File: src/rtl/uart_tx_periph.sv
// rtl/uart_tx_periph.sv - memory-mapped 8N1 UART transmitter with TX FIFO
// Registers: CTRL, BAUDDIV, TXDATA, STATUS selected by addr[3:2]; combinational read.
module uart_tx_periph #(
  parameter int DEFAULT_DIV = 867,
  parameter int FIFO_DEPTH  = 4
) (
  input  logic        clk,
  input  logic        reset,
  input  logic        cs,
  input  logic        wr,
  input  logic [31:0] addr,
  input  logic [31:0] wdata,
  output logic [31:0] rdata,
  output logic        tx
);

  localparam int PTR_W = $clog2(FIFO_DEPTH);
  localparam int CNT_W = PTR_W + 1;

  typedef enum logic [1:0] {IDLE, START, DATA, STOP} state_t;

  state_t           state_q, state_d;
  logic             en_q, en_d;
  logic [15:0]      div_q, div_d;
  logic             ovf_q, ovf_d;
  logic [PTR_W-1:0] wr_ptr_q, wr_ptr_d, rd_ptr_q, rd_ptr_d;
  logic [CNT_W-1:0] count_q, count_d;
  logic [7:0]       shift_q, shift_d;
  logic [2:0]       idx_q, idx_d;
  logic [15:0]      cnt_q, cnt_d;
  logic             tx_q, tx_d;
  logic [7:0]       mem_q [FIFO_DEPTH];

  logic [1:0] sel;
  logic       we, push_req, push, pop, full, empty, busy, bit_end;
  logic       unused_bits;

  assign sel         = addr[3:2];
  assign we          = cs & wr;
  assign push_req    = we && (sel == 2'd2);
  assign full        = (count_q == CNT_W'(FIFO_DEPTH));
  assign empty       = (count_q == '0);
  assign push        = push_req & ~full;
  assign busy        = (state_q != IDLE);
  assign pop         = (state_q == IDLE) & en_q & ~empty;
  assign bit_end     = (cnt_q >= div_q);
  assign tx          = tx_q;
  assign unused_bits = ^{addr[31:4], addr[1:0], wdata[31:16]};

  always_comb begin
    en_d     = en_q;
    div_d    = div_q;
    ovf_d    = ovf_q;
    wr_ptr_d = wr_ptr_q;
    rd_ptr_d = rd_ptr_q;
    state_d  = state_q;
    shift_d  = shift_q;
    idx_d    = idx_q;
    cnt_d    = cnt_q;
    tx_d     = tx_q;

    if (we) begin
      case (sel)
        2'd0:    en_d = wdata[0];
        2'd1:    div_d = wdata[15:0];
        2'd3:    if (wdata[3]) ovf_d = 1'b0;
        default: ;
      endcase
    end
    if (push_req && full) ovf_d = 1'b1;
    if (push) wr_ptr_d = wr_ptr_q + PTR_W'(1);
    if (pop)  rd_ptr_d = rd_ptr_q + PTR_W'(1);
    count_d = count_q + CNT_W'(push) - CNT_W'(pop);

    // Live BAUDDIV compare: a mid-frame write retimes the current bit.
    if (busy) cnt_d = bit_end ? 16'd0 : cnt_q + 16'd1;

    case (state_q)
      IDLE: if (pop) begin
        shift_d = mem_q[rd_ptr_q];
        tx_d    = 1'b0;
        cnt_d   = 16'd0;
        state_d = START;
      end
      START: if (bit_end) begin
        tx_d    = shift_q[0];
        idx_d   = 3'd0;
        state_d = DATA;
      end
      DATA: if (bit_end) begin
        if (idx_q == 3'd7) begin
          tx_d    = 1'b1;
          state_d = STOP;
        end else begin
          shift_d = shift_q >> 1;
          tx_d    = shift_q[1];
          idx_d   = idx_q + 3'd1;
        end
      end
      STOP: if (bit_end) state_d = IDLE;
      default: state_d = IDLE;
    endcase
  end

  always_ff @(posedge clk or posedge reset) begin
    if (reset) begin
      state_q  <= IDLE;
      en_q     <= 1'b0;
      div_q    <= 16'(DEFAULT_DIV);
      ovf_q    <= 1'b0;
      wr_ptr_q <= '0;
      rd_ptr_q <= '0;
      count_q  <= '0;
      shift_q  <= 8'd0;
      idx_q    <= 3'd0;
      cnt_q    <= 16'd0;
      tx_q     <= 1'b1;
    end else begin
      state_q  <= state_d;
      en_q     <= en_d;
      div_q    <= div_d;
      ovf_q    <= ovf_d;
      wr_ptr_q <= wr_ptr_d;
      rd_ptr_q <= rd_ptr_d;
      count_q  <= count_d;
      shift_q  <= shift_d;
      idx_q    <= idx_d;
      cnt_q    <= cnt_d;
      tx_q     <= tx_d;
    end
  end

  always_ff @(posedge clk) begin
    if (push) mem_q[wr_ptr_q] <= wdata[7:0];
  end

  always_comb begin
    rdata = 32'd0;
    if (cs) begin
      case (sel)
        2'd0:    rdata[0]    = en_q;
        2'd1:    rdata[15:0] = div_q;
        2'd3:    rdata[7:0]  = {4'(count_q), ovf_q, busy, empty, full};
        default: ;
      endcase
    end
  end

endmodule

File: config.mk
export PLATFORM = sky130hd
export DESIGN_NAME = uart_tx_periph
export DESIGN_NICKNAME = d
export VERILOG_FILES = /design/src/rtl/uart_tx_periph.sv
export SDC_FILE = /design/constraint.sdc
export NUM_CORES = 1
export LEC_CHECK = 0
export BUFFER_PORTS_ARGS = -buffer_cell sky130_fd_sc_hd__buf_2
export CAP_MARGIN = 20
export CORE_AREA = 2 2 129 131
export CTS_CLUSTER_DIAMETER = 30
export DETAILED_ROUTE_END_ITERATION = 6
export DIE_AREA = 0 0 131 133
export PLACE_DENSITY = 0.47
export SETUP_SLACK_MARGIN = 0.3
export SYNTH_ARGS = -nofsm -noshare
export SYNTH_HDL_FRONTEND = slang
export SYNTH_SLANG_ARGS = --single-unit
File: constraint.sdc
create_clock -name clk -period 2.77 [get_ports clk]
set_input_delay 0.554 -clock clk [delete_from_list [all_inputs] [get_ports clk]]
set_output_delay 0.554 -clock clk [all_outputs]
set_load 0.05 [all_outputs]
==> results_dict.tcl, run 1 <==
set metrics [dict create \
    worstSetupPathType "flop to flop" \
    dp_hpwl_um 7680 \
    worstPathRequired_ns 3.00 \
    cts_buffer_depth 2 \
    synth_edf_count 32 \
    clock_latency_ns 0.34 \
    drt_wl_total_um 10600 \
    ant_nets 0 \
    design.core.area_um2 16200 \
    grt_usage 0.128 \
    viasPerCell 4.73 \
    cp.arrival_ns 2.66 \
    p_per_area_nw_per_um2 846 \
    grt_max_degree 27 \
    cts_buffers 9 \
    r2r_start "div_q[9]" \
    crit_path_max_fanout 5 \
    cap_violations 0 \
    tns_ns 0 \
    die_h_um 133 \
    fin_worst_skew_ns 0.00517 \
    postCtsHoldBufs 0 \
    clk_pin_slew_worst_paths_ns 0.07 \
    fmax_ghz 0.411 \
    clockRootBuffer "clkbuf_16" \
    die_x_um 131 \
    nets 563 \
    vias 3266 \
    p_total_mw 4.91 \
    critPathBufInv 4 \
    hold_viol 0 \
    slew_viol_final 0 \
    drive_above_1_share 0.336 \
    hold_class "input pin to async pin" \
    synth_cells 407 \
    layout_commonest_cell "dfrtp_1" \
    rsz0062_at_grt "true" \
    synthDistinctLibCells 57 \
    grt_pass1_vias 3285 \
    slew_headroom 0.596 \
    status "finished, final reports clean" \
    port_buffers 38 \
    tritoncts "built" \
    cts.sinks 87 \
    gp_congestion 0.806 \
    fin_crit_ns 2.43 \
    peakVddDrop_mv 0.410 \
    grt_pass1_wl_um 17200 \
    firstDrtPassIters 4 \
    setup_viol 0 \
    die_area_um2 17400 \
    worst_path_largest_cell_delay_ns 0.54 \
    antenna_cells 0 \
    h-tree-depth 3 \
    slowest_stage "dfstp_2" \
    area_growth_pct 23.2 \
    overflow 0 \
    fin_crit_sh 0.878 \
    path_cells "inv_2 -> ha_4 -> nand2_1 -> or3_4 -> buf_6 -> a2111oi_4 -> buf_6 -> nor4_4 -> buf_4 -> a22o_1" \
    ios 101 \
    yosys_warnings 0 \
    final_cell_mix "dfrtp_1 (47), buf_2 (38), edfxtp_1 (32), inv_1 (28), nand2_1 (25)" \
    drt-initial-drc-count 148 \
    start_util 0.291 \
    worstMarginPinSlew_ns 0.605 \
    end_kind "flop" \
    ys_seq_area_frac 0.499 \
    critical_path.startpoint_type "flop" \
    antenna_found_initial 0 \
    synthArstFlopShare 0.632 \
    startpoint "div_q[9]" \
    syn_avg_cell_area_um2 11.6 \
    synth_ff_type "dfrtp_1" \
    p_leak_nw 2.41 \
    drc_errors 0 \
    ys_ff_latch 87 \
    crit_family "flip-flops" \
    fillers 1582 \
    wl_per_cell_um 15.4 \
    synthesis.area_um2 4710 \
    crit_path_frequent_cell "buf_6" \
    rows 47 \
]
==> sequential cells by signal, indices dropped and copies added, names as in the netlist <==
| name | count |
|---|---|
| mem_q | 32 |
| shift_q | 8 |
| idx_q | 3 |
| ovf_q | 1 |
| en_q | 1 |
| state_q | 2 |
| wr_ptr_q | 2 |
| tx | 1 |
| rd_ptr_q | 2 |
| cnt_q | 16 |
| count_q | 3 |
| div_q | 16 |
==> where the power goes <==
group          total, mW  leakage, nW  switching [mW]  internal (mW)
combinational       1.78         1.31           0.980          0.805
sequential          1.84        0.950           0.275           1.57
clock               1.28        0.148           0.560          0.721
total               4.91         2.41            1.81           3.09
==> layer usage <==
metal	vias up	GRT usage	share of wire
met5	-	0	0
met4	0	0.0431	0.017
met3	13	0.0190	0.026
met2	68	0.197	0.49
met1	1595	0.183	0.47
li1	1590	-	-
==> worst paths after layout <==
kind | end | slack [ns] | cells after the start
setup / recovery | cnt_q[3] | 0.34 | 10
hold / removal | shift_q[3] | 0.12 | 2
setup reg to reg | cnt_q[3] | 0.34 | 10
hold reg to reg | div_q[12] | 0.51 | 1
max in group asynchronous | div_q[8] | 1.97 | 3
min in group clk | mem_q[3][3] | 0.44 | 1
==> stage by stage <==
stage	setup slack [ns]	instance area [µm²]	hold slack, ns	util	cells
final	0.339	5800	0.124	0.358	690
after global routing	0.261	5800	0.148	0.358	690
after CTS	0.293	5560	0.122	0.344	685
after detailed placement	0.237	5160	0.495	0.319	664
after global placement	0.241	5160	0.491	0.319	664
after floorplan	0.135	4770	0.471	-	422
==> cell families (layout without fill, tap and decap cells) <==
| family | count (synthesis) | after routing | share of synthesized area |
|---|---|---|---|
| AOI/OAI and AO/OA | 82 | 82 | 0.128 |
| xor gates and xnor gates | 6 | 6 | 0.0112 |
| adders and majority gates | 30 | 30 | 0.0814 |
| buffers and inverters | 63 | 111 | 0.0667 |
| DFF | 87 | 87 | 0.499 |
| muxes | 32 | 32 | 0.0949 |
| other | 1 | 16 | 0.000797 |
| and+or+nand+nor | 106 | 106 | 0.118 |
==> synth_stat cells, types with 3 or more instances <==
cell type / count / area [µm²]
a21o_1: 4 / 30.0
a21oi_1: 16 / 80.1
a22o_1: 3 / 26.3
and2_1: 5 / 31.3
and3_1: 4 / 25.0
buf_4: 16 / 120
clkbuf_1: 11 / 41.3
dfrtp_1: 48 / 1200
dfstp_2: 7 / 184
edfxtp_1: 32 / 961
ha_1: 29 / 363
inv_1: 32 / 120
mux2_2: 17 / 191
mux2i_1: 6 / 60.1
mux4_2: 8 / 180
nand2_1: 25 / 93.8
nand3_1: 16 / 80.1
nor2_1: 17 / 63.8
nor2b_1: 5 / 31.3
nor3_1: 16 / 80.1
o21ai_0: 17 / 85.1
o22ai_1: 14 / 87.6
o311ai_1: 7 / 61.3
or3_1: 3 / 18.8
xnor2_1: 5 / 43.8
==> final cells by class <==
cell class | instances | area (µm²) | share of cell area
inverter | 32 | 120 | 0.0207
clock inverter | 7 | 92.6 | 0.0160
timing repair buffer | 63 | 400 | 0.0691
tap | 220 | 275 | 0.0475
clock buffer | 9 | 225 | 0.0389
multi-input combinational | 272 | 2340 | 0.403
sequential | 87 | 2350 | 0.405
==> what timing repair did <==
action / in CTS / in global routing
setup buffers: 5 / 4
pin swaps: 4 / 26
setup endpoints to repair: 12 / 28
gates cloned: 0 / 1
gates resized for setup: 8 / 41
No activity file was read; power rests on OpenSTA's default activity.
==> run 2, diff against run 1 <==
--- a/config.mk
+++ b/config.mk
@@ -12,6 +12,7 @@
 export DETAILED_ROUTE_END_ITERATION = 6
 export DIE_AREA = 0 0 131 133
 export PLACE_DENSITY = 0.47
+export RECOVER_POWER = 100
 export SETUP_SLACK_MARGIN = 0.3
 export SYNTH_ARGS = -nofsm -noshare
 export SYNTH_HDL_FRONTEND = slang
==> results_dict.tcl, run 2 (synthesized netlist as in run 1, its figures left out) <==
set metrics [dict create \
    status "complete, but fails checks" \
    violations "max-capacitance violations" \
    largest_register_ffs 32 \
    endpoint "cnt_q[13]" \
    antenna_cells 0 \
    grt_max_degree 27 \
    hold_viol 0 \
    grt_usage 0.128 \
    final_cell_mix "dfrtp_1 (47), clkbuf_1 (32), edfxtp_1 (32), inv_1 (29), nand2_1 (25)" \
    p_per_area_nw_per_um2 850 \
    fillers 1620 \
    overflow 0 \
    cts_buffer_depth 2 \
    worstPathRequired_ns 2.98 \
    drt-initial-drc-count 155 \
    crit_path_max_fanout 6 \
    peakVddDrop_mv 0.412 \
    clock_latency_ns 0.34 \
    wl_met3_um 265 \
    r2r_cells 11 \
    startpoint "div_q[9]" \
    final_cell_area_um2 5680 \
    worstSetupPathType "flop to flop" \
    hold_class "input pin to async pin" \
    port_buffers 38 \
    rsz0062_at_grt "true" \
    cts_buffers 9 \
    layout_commonest_cell "dfrtp_1" \
    wl_met2_um 5140 \
    antenna_found_initial 0 \
    fin_worst_skew_ns 0.00621 \
    viasPerCell 4.76 \
    drt_wl_total_um 10600 \
    clk_pin_slew_worst_paths_ns 0.07 \
    nets 563 \
    top_register "mem_q" \
    end_kind "flop" \
    cts.sinks 87 \
    dp_hpwl_um 7680 \
    r2r_start "div_q[9]" \
    placed_area_um2 5160 \
    slew_viol_final 0 \
    die_h_um 133 \
    start_util 0.291 \
    ant_nets 0 \
    slew_headroom 0.000580 \
    area_growth_pct 20.6 \
    post-route-util 0.351 \
    rows 47 \
    tritoncts "built" \
    fin_crit_sh 0.912 \
    worstMarginPinSlew_ns 1.50 \
    fmax_ghz 0.396 \
    drc_errors 0 \
    drive_above_1_share 0.249 \
    design.core.area_um2 16200 \
    cp.arrival_ns 2.74 \
    fin_crit_ns 2.53 \
    setup_viol 0 \
    ios 101 \
    largestRegisters "mem_q x32, cnt_q x16, div_q x16" \
    vias 3284 \
    tns_ns 0 \
    die_x_um 131 \
    gp_congestion 0.806 \
    highest_layer "met4" \
    r2r_slack_ns 0.24 \
    critical_path.startpoint_type "flop" \
    grt_pass1_vias 3285 \
    wl_per_cell_um 15.3 \
    cap_violations 1 \
    firstDrtPassIters 4 \
    die_area_um2 17400 \
    clockRootBuffer "clkbuf_16" \
    drt-met1-wl_um 4980 \
    timing.rr.end "cnt_q[13]" \
    p_total_mw 4.83 \
    h-tree-depth 3 \
    grt_pass1_wl_um 17200 \
    p_leak_nw 2.27 \
]
-- run 2: worst min path at each step --
stage               startpoint    endpoint  slack, ns  depth (start not counted)
finish                   reset  shift_q[2]       0.20                          2
global route             reset  shift_q[2]       0.25                          2
CTS                      reset  shift_q[3]       0.12                          2
detailed placement   div_q[13]   div_q[13]       0.49                          1
global placement         reset  shift_q[3]       0.49                          2
floorplan             div_q[3]    div_q[3]       0.47                          2
-- run 2: timing repair --
action                                  CTS  global route
buffers inserted                          5             4
hold buffers                              0             0
pin swaps                                 4            26
gates resized for setup                   8            41
endpoints found under the setup margin   12            28
cloned                                    0             1
-- run 2: final cells by class --
cell class              count  area (µm²)  share of cell area
well taps                 220         275              0.0485
clock buffers               9         225              0.0397
clock inverters             7        92.6              0.0163
flip-flops and latches     87        2350               0.414
repair buffers             63         328              0.0578
inverters                  32         120              0.0212
multi-input cells         272        2290               0.403
-- run 2: routing by layer --
metal / global-route usage / vias up
li1: - / 1590
met1: 0.183 / 1616
met2: 0.197 / 65
met3: 0.0190 / 13
met4: 0.0431 / 0
met5: 0 / -
-- run 2: critical path, stage by stage (launching register included) --
cell	delay, ns
dfstp_2	0.54
inv_2	0.05
ha_4	0.26
nand2_1	0.05
or3_4	0.39
buf_6	0.13
a2111oi_4	0.27
buf_6	0.18
nor4_4	0.05
clkbuf_2	0.23
nand3_2	0.13
o311ai_2	0.10
-- run 2: metrics by stage --
| stage | hold slack (ns) | setup slack [ns] | std cells |
|---|---|---|---|
| after detailed placement | 0.495 | 0.237 | 664 |
| after global placement | 0.491 | 0.241 | 664 |
| after global routing | 0.248 | 0.139 | 690 |
| after floorplan | 0.471 | 0.135 | 422 |
| after CTS | 0.122 | 0.293 | 685 |
| final | 0.196 | 0.245 | 690 |
-- run 2: power by group --
| group | leakage (nW) | internal [mW] | switching, mW | total [mW] |
|---|---|---|---|---|
| Sequential | 0.950 | 1.57 | 0.265 | 1.83 |
| Clock | 0.148 | 0.721 | 0.562 | 1.28 |
| Combinational | 1.18 | 0.741 | 0.972 | 1.71 |
==> run 3, diff against run 2 <==
--- a/config.mk
+++ b/config.mk
@@ -6,13 +6,13 @@
 export NUM_CORES = 1
 export LEC_CHECK = 0
 export BUFFER_PORTS_ARGS = -buffer_cell sky130_fd_sc_hd__buf_2
-export CAP_MARGIN = 20
-export CORE_AREA = 2 2 129 131
+export CORE_AREA = 2 2 136 138
 export CTS_CLUSTER_DIAMETER = 30
 export DETAILED_ROUTE_END_ITERATION = 6
-export DIE_AREA = 0 0 131 133
-export PLACE_DENSITY = 0.47
+export DIE_AREA = 0 0 138 140
+export PLACE_DENSITY = 0.44
 export RECOVER_POWER = 100
+export REMOVE_ABC_BUFFERS = 1
 export SETUP_SLACK_MARGIN = 0.3
 export SYNTH_ARGS = -nofsm -noshare
 export SYNTH_HDL_FRONTEND = slang
==> results_dict.tcl, run 3 (synthesized netlist as in run 1, its figures left out) <==
set metrics [dict create \
    die_area_um2 19300 \
    viasPerCell 4.67 \
    worst_path_largest_cell_delay_ns 0.54 \
    gp_congestion 0.772 \
    critical_path.startpoint_type "flop" \
    startpoint "div_q[9]" \
    peakVddDrop_mv 0.376 \
    vias 3254 \
    clock_latency_ns 0.35 \
    crit_family "simple AND/OR/NAND/NOR gates" \
    clockRootBuffer "clkbuf_16" \
    p_per_area_nw_per_um2 859 \
    rows 49 \
    top_register "mem_q" \
    largest_register_ffs 32 \
    cts_buffers 9 \
    design.core.area_um2 17800 \
    drt-initial-drc-count 133 \
    drive_above_1_share 0.216 \
    grt_max_degree 30 \
    slowest_stage "dfstp_1" \
    grt_pass1_vias 3169 \
    status "finished, final reports clean" \
    dp_hpwl_um 7930 \
    dp_cells 673 \
    cts_buffer_depth 2 \
    h-tree-depth 3 \
    worstPathRequired_ns 3.01 \
    min_from "wdata[11]" \
    critPathBufInv 1 \
    slew_viol_final 0 \
    slew_headroom 0.209 \
    worstSetupPathType "flop to flop" \
    hold_class "input pin to flop" \
    placed_area_um2 5170 \
    cap_violations 0 \
    ant_nets 0 \
    final_cell_area_um2 5590 \
    end_kind "flop" \
    grt_pass1_wl_um 17500 \
    start_util 0.265 \
    antenna_cells 0 \
    hold_viol 0 \
    antenna_found_initial 0 \
    instances_no_fill 697 \
    grt_usage 0.117 \
    firstDrtPassIters 4 \
    r2r_start "div_q[9]" \
    fmax_ghz 0.396 \
    die_x_um 138 \
    die_h_um 140 \
    cts.sinks 87 \
    nets 561 \
    overflow 0 \
    cp.arrival_ns 2.77 \
    area_growth_pct 18.8 \
    drc_errors 0 \
    rsz0062_at_grt "true" \
    crit_path_max_fanout 5 \
    path_cells "inv_2 -> ha_4 -> nand2_1 -> or3_4 -> a2111o_1 -> nand3_1 -> o21ai_4 -> mux2_4" \
    worstMarginPinSlew_ns 1.19 \
    ios 101 \
    final_cell_mix "dfrtp_1 (47), edfxtp_1 (32), inv_1 (30), clkbuf_1 (27)" \
    largestRegisters "mem_q x32, cnt_q x16, div_q x16" \
    drt_wl_total_um 11000 \
    wl_per_cell_um 15.7 \
    clk_pin_slew_worst_paths_ns 0.07 \
    tritoncts "built" \
    port_buffers 38 \
    tns_ns 0 \
    fin_worst_skew_ns 0.00543 \
    p_leak_nw 2.26 \
    layout_commonest_cell "dfrtp_1" \
    fin_crit_ns 2.53 \
    fin_crit_sh 0.912 \
    setup_viol 0 \
]
## run 3: cell count changes in the layout (fill, tap and decap cells not counted), moves of 2 or more
cell / before / now
a21oi_2: 4 / 0
nand3_2: 5 / 0
clkbuf_1: 32 / 27
o21ai_1: 4 / 0
o311ai_0: 1 / 5
o21ai_0: 15 / 19
buf_6: 4 / 2
buf_4: 11 / 17
a21oi_1: 12 / 16
inv_6: 0 / 2
clkinvlp_4: 2 / 0
o311ai_2: 4 / 0
nand3_1: 12 / 17
## run 3: metrics by stage
| step | worst slack, ns | hold WS (ns) | util | total power [mW] |
|---|---|---|---|---|
| after floorplan | 0.196 | 0.471 | - | 2.95 |
| after global placement | 0.171 | 0.491 | 0.291 | 3.40 |
| after detailed placement | 0.176 | 0.501 | 0.291 | 3.45 |
| after CTS | 0.271 | 0.328 | 0.311 | 4.81 |
| after global routing | 0.138 | 0.422 | 0.314 | 5.13 |
| final | 0.243 | 0.432 | 0.314 | 4.80 |
## run 3: routing by layer
metal  vias up  wire (µm)  track usage
met5         -          0            0
met3        10        411       0.0246
met1      1599       5110        0.157
met4         0        180       0.0435
met2        72       5270        0.187
li1       1573          -            -
## run 3: power breakdown
group          internal [mW]  total, mW  switching (mW)
sequential              1.56       1.83           0.270
clock                  0.733       1.32           0.587
combinational          0.725       1.65           0.922
total                   3.02       4.80            1.78
## run 3: final timing paths
| check | end | slack (ns) | cells after the start |
|---|---|---|---|
| max in group asynchronous | idx_q[0] | 0.98 | 3 |
| max | state_q[1] | 0.24 | 8 |
| max reg2reg | state_q[1] | 0.24 | 8 |
| min reg2reg | div_q[7] | 0.51 | 1 |
| min | div_q[11] | 0.43 | 2 |
| min in group asynchronous | cnt_q[12] | 0.51 | 2 |
## run 3: cell type report
| cell class | count | area [µm²] |
|---|---|---|
| Fill cell | 1838 | 12200 |
| Sequential cell | 87 | 2350 |
| Multi-Input combinational cell | 272 | 2190 |
| Timing Repair Buffer | 61 | 327 |
| Tap cell | 229 | 287 |
| Clock buffer | 9 | 225 |
| Inverter | 32 | 120 |
| Clock inverter | 7 | 97.6 |
## run 3: repair_timing
item / in CTS / in global routing
hold buffers: 0 / 0
gates cloned: 0 / 0
gates resized for setup: 4 / 23
setup endpoints to repair: 6 / 25
pin swaps: 1 / 13
setup buffers: 0 / 8
